==> config.mk <==
export PLATFORM = sky130hd
export DESIGN_NAME = bias_relu_writeback
export DESIGN_NICKNAME = d
export VERILOG_FILES = /design/src/rtl/bias_relu_writeback_pkg.sv /design/src/rtl/bias_relu_writeback_sat_shift.sv /design/src/rtl/bias_relu_writeback.sv
export SDC_FILE = /design/constraint.sdc
export NUM_CORES = 1
export LEC_CHECK = 0
export ABC_CLOCK_PERIOD_IN_PS = 8460
export BUFFER_PORTS_ARGS = -buffer_cell sky130_fd_sc_hd__clkbuf_2
export CAP_MARGIN = 10
export CORE_ASPECT_RATIO = 0.9
export CORE_UTILIZATION = 29
export CTS_BUF_LIST = sky130_fd_sc_hd__clkbuf_4 sky130_fd_sc_hd__clkbuf_8 sky130_fd_sc_hd__clkbuf_16
export CTS_CLUSTER_DIAMETER = 100
export DETAILED_ROUTE_END_ITERATION = 16
export GPL_ROUTABILITY_DRIVEN = 0
export GPL_TIMING_DRIVEN = 0
export HOLD_SLACK_MARGIN = 0.03
export PLACE_DENSITY = 0.58
export SYNTH_ARGS = -nofsm -noshare
export SYNTH_HDL_FRONTEND = slang
export SYNTH_SLANG_ARGS = --single-unit
==> constraint.sdc <==
create_clock -name clk -period 8.46 [get_ports clk]
set_input_delay 0.423 -clock clk [delete_from_list [all_inputs] [get_ports clk]]
set_output_delay 0.423 -clock clk [all_outputs]
set_load 0.005 [all_outputs]
==> src/rtl/bias_relu_writeback_pkg.sv <==
// Shared types and constants for the bias/ReLU/writeback stage.
// Optional feature macro: ADDR_CHECK_EN (see bias_relu_writeback.sv).
package bias_relu_writeback_pkg;

    typedef enum logic [1:0] {
        IDLE  = 2'd0,
        RUN   = 2'd1,
        DRAIN = 2'd2,
        DONE  = 2'd3
    } state_t;

    // Element counter width; m*n of two 10-bit dimensions fits in 20 bits.
    localparam int CNT_W = 20;
    // Width of the m/n dimension ports and the bias address.
    localparam int DIM_W = 10;

    // Largest signed value representable in out_w bits.
    function automatic logic signed [63:0] sat_hi(input int out_w);
        return (64'sd1 <<< (out_w - 1)) - 64'sd1;
    endfunction

    // Smallest signed value representable in out_w bits.
    function automatic logic signed [63:0] sat_lo(input int out_w);
        return -(64'sd1 <<< (out_w - 1));
    endfunction

endpackage

==> src/rtl/bias_relu_writeback_sat_shift.sv <==
// Combinational bias add, optional ReLU, arithmetic right shift and
// saturation to OUT_W bits. The add is one bit wider than DATA_W so it
// can never wrap.
module bias_relu_writeback_sat_shift
    import bias_relu_writeback_pkg::*;
#(
    parameter int DATA_W = 32,
    parameter int OUT_W  = 32,
    parameter int SHIFT  = 0,
    parameter int RELU   = 1
) (
    input  logic signed [DATA_W-1:0] data_i,
    input  logic signed [DATA_W-1:0] bias_i,
    output logic signed [OUT_W-1:0]  res_o
);

    localparam logic signed [63:0]     HI64 = sat_hi(OUT_W);
    localparam logic signed [63:0]     LO64 = sat_lo(OUT_W);
    localparam logic signed [DATA_W:0] HI   = HI64[DATA_W:0];
    localparam logic signed [DATA_W:0] LO   = LO64[DATA_W:0];

    function automatic logic signed [DATA_W:0] relu_shift(input logic signed [DATA_W:0] s);
        logic signed [DATA_W:0] r;
        r = s;
        if (RELU != 0 && r[DATA_W]) r = '0;
        return r >>> SHIFT;
    endfunction

    function automatic logic signed [OUT_W-1:0] saturate(input logic signed [DATA_W:0] s);
        if (s > HI)      return HI[OUT_W-1:0];
        else if (s < LO) return LO[OUT_W-1:0];
        else             return s[OUT_W-1:0];
    endfunction

    logic signed [DATA_W:0] sum;

    assign sum   = {data_i[DATA_W-1], data_i} + {bias_i[DATA_W-1], bias_i};
    assign res_o = saturate(relu_shift(sum));

endmodule

==> src/rtl/bias_relu_writeback.sv <==
// Post-matmul writeback: adds a per-column bias, applies ReLU/shift/saturate
// and writes the activation. Two-stage pipeline, one element per cycle.
// Optional feature macro: ADDR_CHECK_EN adds a sticky err output flagging
// any accepted in_addr that is not the expected row-major index.
module bias_relu_writeback
    import bias_relu_writeback_pkg::*;
#(
    parameter int DATA_W = 32,
    parameter int OUT_W  = 32,
    parameter int ADDR_W = 16,
    parameter int SHIFT  = 0,
    parameter int RELU   = 1
) (
    input  logic                     clk,
    input  logic                     rst_n,
    input  logic                     start,
    input  logic [DIM_W-1:0]         m,
    input  logic [DIM_W-1:0]         n,
    input  logic                     in_valid,
    input  logic [ADDR_W-1:0]        in_addr,
    input  logic signed [DATA_W-1:0] in_data,
    output logic [DIM_W-1:0]         bias_addr,
    input  logic signed [DATA_W-1:0] bias_data,
    output logic [ADDR_W-1:0]        out_addr,
    output logic signed [OUT_W-1:0]  out_data,
    output logic                     out_we,
    output logic                     busy,
    output logic                     done
`ifdef ADDR_CHECK_EN
    ,
    output logic                     err
`endif
);

    state_t                   state_q;
    logic [CNT_W-1:0]         mn_q, cnt_q, cnt_d;
    logic [DIM_W-1:0]         n_q, col_q, col_d;
    logic                     busy_q, done_q;
    logic                     accept;

    logic                     vld_p0_q;
    logic [ADDR_W-1:0]        addr_p0_q;
    logic signed [DATA_W-1:0] data_p0_q;

    logic                     vld_p1_q;
    logic [ADDR_W-1:0]        out_addr_p1_q;
    logic signed [OUT_W-1:0]  out_data_p1_q;
    logic signed [OUT_W-1:0]  sat_res;

    // Accept an element only while running and short of m*n; advance column with wrap.
    always_comb begin
        accept = in_valid && (state_q == RUN) && (cnt_q != mn_q);
        cnt_d  = cnt_q;
        col_d  = col_q;
        if (accept) begin
            cnt_d = cnt_q + 1'b1;
            col_d = (col_q == n_q - 1'b1) ? '0 : col_q + 1'b1;
        end
    end

    // Control FSM, counters and stage-0 valid; start restarts from any state.
    always_ff @(posedge clk or negedge rst_n) begin
        if (!rst_n) begin
            state_q  <= IDLE;
            mn_q     <= '0;
            n_q      <= '0;
            cnt_q    <= '0;
            col_q    <= '0;
            busy_q   <= 1'b0;
            done_q   <= 1'b0;
            vld_p0_q <= 1'b0;
        end else if (start) begin
            state_q  <= RUN;
            mn_q     <= CNT_W'(m) * CNT_W'(n);
            n_q      <= n;
            cnt_q    <= '0;
            col_q    <= '0;
            busy_q   <= 1'b1;
            done_q   <= 1'b0;
            vld_p0_q <= 1'b0;
        end else begin
            cnt_q    <= cnt_d;
            col_q    <= col_d;
            vld_p0_q <= accept;
            done_q   <= 1'b0;
            case (state_q)
                IDLE:  busy_q <= 1'b0;
                RUN:   if (cnt_q == mn_q) state_q <= DRAIN;
                DRAIN: if (!vld_p0_q && !vld_p1_q) begin
                    state_q <= DONE;
                    busy_q  <= 1'b0;
                    done_q  <= 1'b1;
                end
                DONE:    state_q <= IDLE;
                default: state_q <= IDLE;
            endcase
        end
    end

    // ---- stage 0: capture accepted element; bias read issued from col_q ----
    // Capture address and data of the accepted element.
    always_ff @(posedge clk) begin
        if (accept) begin
            addr_p0_q <= in_addr;
            data_p0_q <= in_data;
        end
    end

    // ---- stage 1: bias add / ReLU / shift / saturate, register write ----
    bias_relu_writeback_sat_shift #(
        .DATA_W (DATA_W),
        .OUT_W  (OUT_W),
        .SHIFT  (SHIFT),
        .RELU   (RELU)
    ) u_sat_shift (
        .data_i (data_p0_q),
        .bias_i (bias_data),
        .res_o  (sat_res)
    );

    // Register the write; a restart drops whatever sits in stage 0.
    always_ff @(posedge clk or negedge rst_n) begin
        if (!rst_n) begin
            vld_p1_q      <= 1'b0;
            out_addr_p1_q <= '0;
            out_data_p1_q <= '0;
        end else begin
            vld_p1_q <= vld_p0_q && !start;
            if (vld_p0_q && !start) begin
                out_addr_p1_q <= addr_p0_q;
                out_data_p1_q <= sat_res;
            end
        end
    end

`ifdef ADDR_CHECK_EN
    logic [ADDR_W-1:0] exp_q;
    logic              err_q;

    // Track expected row-major address; err stays set until the next start.
    always_ff @(posedge clk or negedge rst_n) begin
        if (!rst_n) begin
            exp_q <= '0;
            err_q <= 1'b0;
        end else if (start) begin
            exp_q <= '0;
            err_q <= 1'b0;
        end else if (accept) begin
            exp_q <= exp_q + 1'b1;
            if (in_addr != exp_q) err_q <= 1'b1;
        end
    end

    assign err = err_q;
`endif

    assign bias_addr = col_q;
    assign out_addr  = out_addr_p1_q;
    assign out_data  = out_data_p1_q;
    assign out_we    = vld_p1_q;
    assign busy      = busy_q;
    assign done      = done_q;

endmodule

# --- Word-level counts from Yosys, hierarchy flattened ---
# Index checks and enable logic that the tools add are counted.
word_totals:
  ff_bits: 162
  latchBits: 0
  ramBits: 0
  mem_bits_ro: 0
  in_bits: 104
  output_inout_bits: 61
  elab_cells: 60
  memories: 0
op_classes:
  n_addsub: 4
  multipliers: 1
  div_mod_pow: 0
  magnitude_cmp: 2
  n_eq_ne: 8
  n_shift: 0
  n_mux: 19
  bitwise_logic: 0
  n_reduce_logical: 13
op_table:
  columns: ["op", "n"]
  rows:
  - ["2-to-1 mux 32 bit", 3]
  - ["2-to-1 mux 20 bit", 2]
  - ["adder 32 x 32 -> 33 bit", 1]
  - ["> comparator 33 x 32 -> 1 bit, second input constant", 1]
  - ["< comparator 33 x 32 -> 1 bit, second input constant", 1]
  - ["2-to-1 mux 10 bit", 3]
  - ["adder 20 x 1 -> 20 bit, second input constant", 1]
  - ["equality test 20 bit", 1]
  - ["multiplier 10 x 10 -> 20 bit", 1]
  - ["inequality test 20 bit", 1]
  - ["adder 10 x 1 -> 10 bit, second input constant", 1]
  - ["equality test 10 bit", 1]
  - ["subtractor 10 x 1 -> 10 bit, second input constant", 1]
  - ["2-to-1 mux 1 bit", 6]
  - ["2-to-1 mux 2 bit", 3]
  - ["one-hot mux 2 bit (3 select lines)", 1]
  - ["equality test 2 bit, second input constant", 2]
  - ["logical AND 1 bit", 4]
  - ["nonzero test 4 bit", 1]
  - ["zero test 1 bit", 3]
  - ["inequality test 3 x 2 -> 1 bit, second input constant", 1]
  - ["inequality test 3 bit, second input constant", 1]
  - ["AND reduction 3 bit", 1]
  - ["nonzero test 3 bit", 1]
  - ["5 further kinds", 5]

# --- Longest topological paths before layout ---
depth:
  depth_word: 5
  depth_mapped: 21
  depth_no_buf: 20

# --- Cells and area by module ---
# From an unflattened synthesis, not the netlist that was laid out.
unflattened:
  hier_cells: 1174
  area_unflattened_um2: 12169.2
modules_own_cells:
  columns: ["mod", "instances", "cells_each", "area_each_um2", "seq_area_each_um2"]
  rows:
  - ["bias_relu_writeback", 1, 891, 10097.2, 4294.1]
  - ["bias_relu_writeback_sat_shift", 1, 283, 2072.0, 0.0]

# --- Worst setup path after synthesis ---
# OpenSTA, ideal clock, no wires.
synth_path:
  path_type: "input port to flip-flop"
  startpoint: "in n[3]"
  endpoint: "reg mn_q[19]"
  setup_ps: 125
  arrival_time_ps: 5284
  required_time_ps: 8335
  setup_slack_ps: 3051
  path_stages: 20
  path_buffers: 1
  path_cell_list: "clkbuf_1 nand2_1 fa_1 inv_1 fa_1 inv_1 fa_1 inv_1 fa_1 inv_1 fa_1 inv_1 ha_1 or2_2 a21oi_1 a21oi_1 a211o_1 a31o_2 xnor2_1 mux2_2"
synth_via:
  elab_chain_cells: 1
synth_lines:
  columns: ["item", "line_no", "text"]
  rows:
  - ["start, declared", "bias_relu_writeback.sv:18", "input logic [DIM_W-1:0] n,"]
  - ["multiplier 10 x 10 -> 20 bit", "bias_relu_writeback.sv:74", "mn_q <= CNT_W'(m) * CNT_W'(n);"]
  - ["end signal, assigned", "bias_relu_writeback.sv:74", null]
  - ["end, declared", "bias_relu_writeback.sv:36", "logic [CNT_W-1:0] mn_q, cnt_q, cnt_d;"]
# Every way passes these cells.
# A chain may end at the register's enable or synchronous reset.

# --- Worst setup path in the final report ---
# Ends and elaborated chain as after synthesis.

==> results.cfg <==
[outcome]
outcome = completed

[synthesis]
synthesis.yosys.warnings = 0
synth-async-reset-ratio = 0.704
gate_count_of_the_mapped_netlist = 1154
yosys.area.top_type = dfrtp_1
ys.flop_type = dfrtp_1
synth_enable_flop_cells = 48
synthesis.nets = 1411
ys_seq_elements = 162
synth.lib_cells_used.distinct = 75
synth.top_cell.area_share = 0.248
ys_top_cells_by_area = dfrtp_1, edfxtp_1, fa_1, ha_1, nand2_1
synth_sequential_area_ratio = 0.373
post_synth.cell_area_avg_um2 = 9.98
synth.cell_area_um2 = 11500

[sta]
worst_setup_skew_after_layout_ps = 13.2
final.period_utilization = 0.667
finalWorstPathRequiredPeriod_ps = 5640
maximum_clock_frequency_ghz = 0.177
fin_hold_ws_ps = 168
timing_worst_slew_pin_value_ps = 622
relSlewSlack = 0.585
setup_viol = 0
finalSetupTns_ps = 0
worst_slack_ps = 2820
final_max_slew_viol_count = 0
unrepaired_setup_endpoints_after_global_routing = no
number_of_failing_hold_endpoints_at_the_final_stage = 0

[cts]
cts.sink_count = 162
number_of_buffers_created_by_cts = 17
cts.repair.resized = 0
hold_buffers = 1
cts_buffer_depth = 2
cts_tree = yes
htreeDepth = 4
clk_latency_ps = 430
clk_pin_slew_ps = 70
buffer_type_at_the_clock_tree_root = clkbuf_16
cts_setup_buffers = 0

[place]
pre_cts_ws_ps = 2430
portBuffers = 156
dp.final_hpwl_um = 22400
place_area_um2 = 13000

[floorplan]
core_area_um2 = 38700
design.portCount = 165
initial_core_util = 0.297
placement_rows = 68
die_area_um2 = 40500
chipHeight_um = 191
die_w_um = 212

[finish]
post-route-util = 0.351
mostFrequentLayoutCells = nand2_1, clkbuf_2, dfrtp_1, inv_1, ha_1
syn2layout_area_growth_pct = 18.1
finish.instance_area_um2 = 13600
finish.net_count = 1589
layout_cell_share_with_drive_strength_beyond_1 = 0.181
fillers = 3935
layout_commonest_cell = nand2_1

[global_routing]
grt_util_all_layers = 0.144
grt_antenna_before_repair = 1
first_global_vias = 8883
grt_first_pass_wirelength_um = 46500
grt_start_max_net_pins = 60
aggregate_global_routing_overflow = 0

[routing]
wire_length_after_detailed_routing_um = 28300
drt_pass1_iterations = 5
antenna_left = 0
first_iter_violations = 501
met2WireLength_um = 12800
routedLengthMet1_um = 14000
met3RoutedLength_um = 1150
drt_drc_violations_left = 0
maxUsedRoutingLayer = met4
route.detailed.wl_per_inst_um = 15.1
via_density_per_instance = 4.70
detailroute.via_count = 8796

[setup_path]
worstPathMaxFanout = 10
critical_path.startpoint_type = input port
worst-endpoint-required_ps = 8830
cp_cell_instances = clkbuf_2 -> clkbuf_1 -> nand2_1 -> fa_1 -> inv_1 -> fa_1 -> inv_1 -> fa_1 -> inv_1 -> fa_1 -> inv_1 -> fa_1 -> inv_1 -> ha_1 -> or2_2 -> a21oi_1 -> a21oi_1 -> a211o_1 -> a31o_2 -> xnor2_1 -> mux2_2
cp_slowest_stage_delay_ps = 560
worstSetupPathType = input port to flop
crit_path_end_kind = flop
worst_path_dominant_cell_family = adder cells
critPathArrivalTime_ps = 6010
critical_path.slowest_cell = fa_1
worstPathBufferInverterCount = 7

[power]
leakagePower_nw = 6.53
max-vdd-ir-drop_mv = 0.124
power.density_cell_area_nw_per_um2 = 224

[worst_hold_path]
min_path_type = input port to flop

[job]
max_cap_violations = 0
-- final timing paths --
path	start	to	slack, ps	depth (start not counted)
hold reg to reg	addr_p0_q[14]$_DFFE_PP_	out_addr[14]$_DFFE_PN0P_	440	2
setup reg to reg	data_p0_q[0]$_DFFE_PP_	out_data[25]$_DFFE_PN0P_	5330	13
setup / recovery	n[3]	mn_q[19]$_DFFE_PN0P_	2820	21
min in group asynchronous	rst_n	bias_addr[0]$_DFFE_PN0P_	530	2
hold / removal	in_data[27]	data_p0_q[27]$_DFFE_PP_	170	1
max in group asynchronous	rst_n	cnt_q[1]$_DFFE_PN0P_	7260	3
-- stage by stage --
step,power [mW],cells
after floorplan,1.95,1154
after global placement,2.27,1835
after detailed placement,2.30,1837
after CTS,3.09,1870
after global routing,3.30,1871
final,3.04,1871
-- state kept, by name, summed over array words and instances, names as in the netlist --
register,count
addr_p0_q,16
vld_p0_q,1
out_addr,16
out_data,32
done,1
busy,1
cnt_q,20
state_q,2
bias_addr,10
n_q,10
out_we,1
data_p0_q,32
mn_q,20
-- cell usage after synthesis (10+ instances only) --
master / instances
xnor2_1: 40
a21oi_1: 53
nor2_1: 40
ha_1: 90
dfrtp_1: 114
a21o_1: 20
clkbuf_1: 36
a22oi_1: 21
xor2_1: 47
nor2b_1: 13
edfxtp_1: 48
nand2_1: 171
and2_1: 53
o21ai_0: 47
fa_1: 63
inv_1: 97
nor3_1: 10
nand3_1: 21
mux2_2: 24
nand2b_1: 10
and3_1: 11
nand4_1: 14
-- layer usage --
metal / vias up / GRT usage
li1: 4291 / -
met3: 20 / 0.0241
met2: 154 / 0.230
met1: 4331 / 0.203
met4: 0 / 0.0362
met5: - / 0
-- cell families after synthesis --
| kind of cell | share of synthesized area |
|---|---|
| AOI/OAI and AO/OA | 0.122 |
| xor gates and xnor gates | 0.0662 |
| adders and majority gates | 0.207 |
| buffers and inverters | 0.0507 |
| DFF | 0.373 |
| muxes | 0.0272 |
| and+or+nand+nor | 0.154 |
-- report_power, final --
group	leakage (nW)	internal, mW	switching [mW]
registers	1.91	0.935	0.0783
logic	4.34	0.597	0.665
clock network	0.276	0.415	0.350
total	6.53	1.95	1.09
-- cell type report --
class | instances | area, um^2 | area share
Multi-Input combinational cell | 843 | 6640 | 0.488
Sequential cell | 162 | 4290 | 0.316
Timing Repair Buffer | 159 | 847 | 0.0623
Tap cell | 525 | 657 | 0.0483
Clock buffer | 17 | 425 | 0.0313
Inverter | 99 | 372 | 0.0273
Buffer | 50 | 213 | 0.0156
Clock inverter | 15 | 149 | 0.0110
Antenna cell | 1 | 2.50 | 0.000184
(Power assumes the default switching activity.)
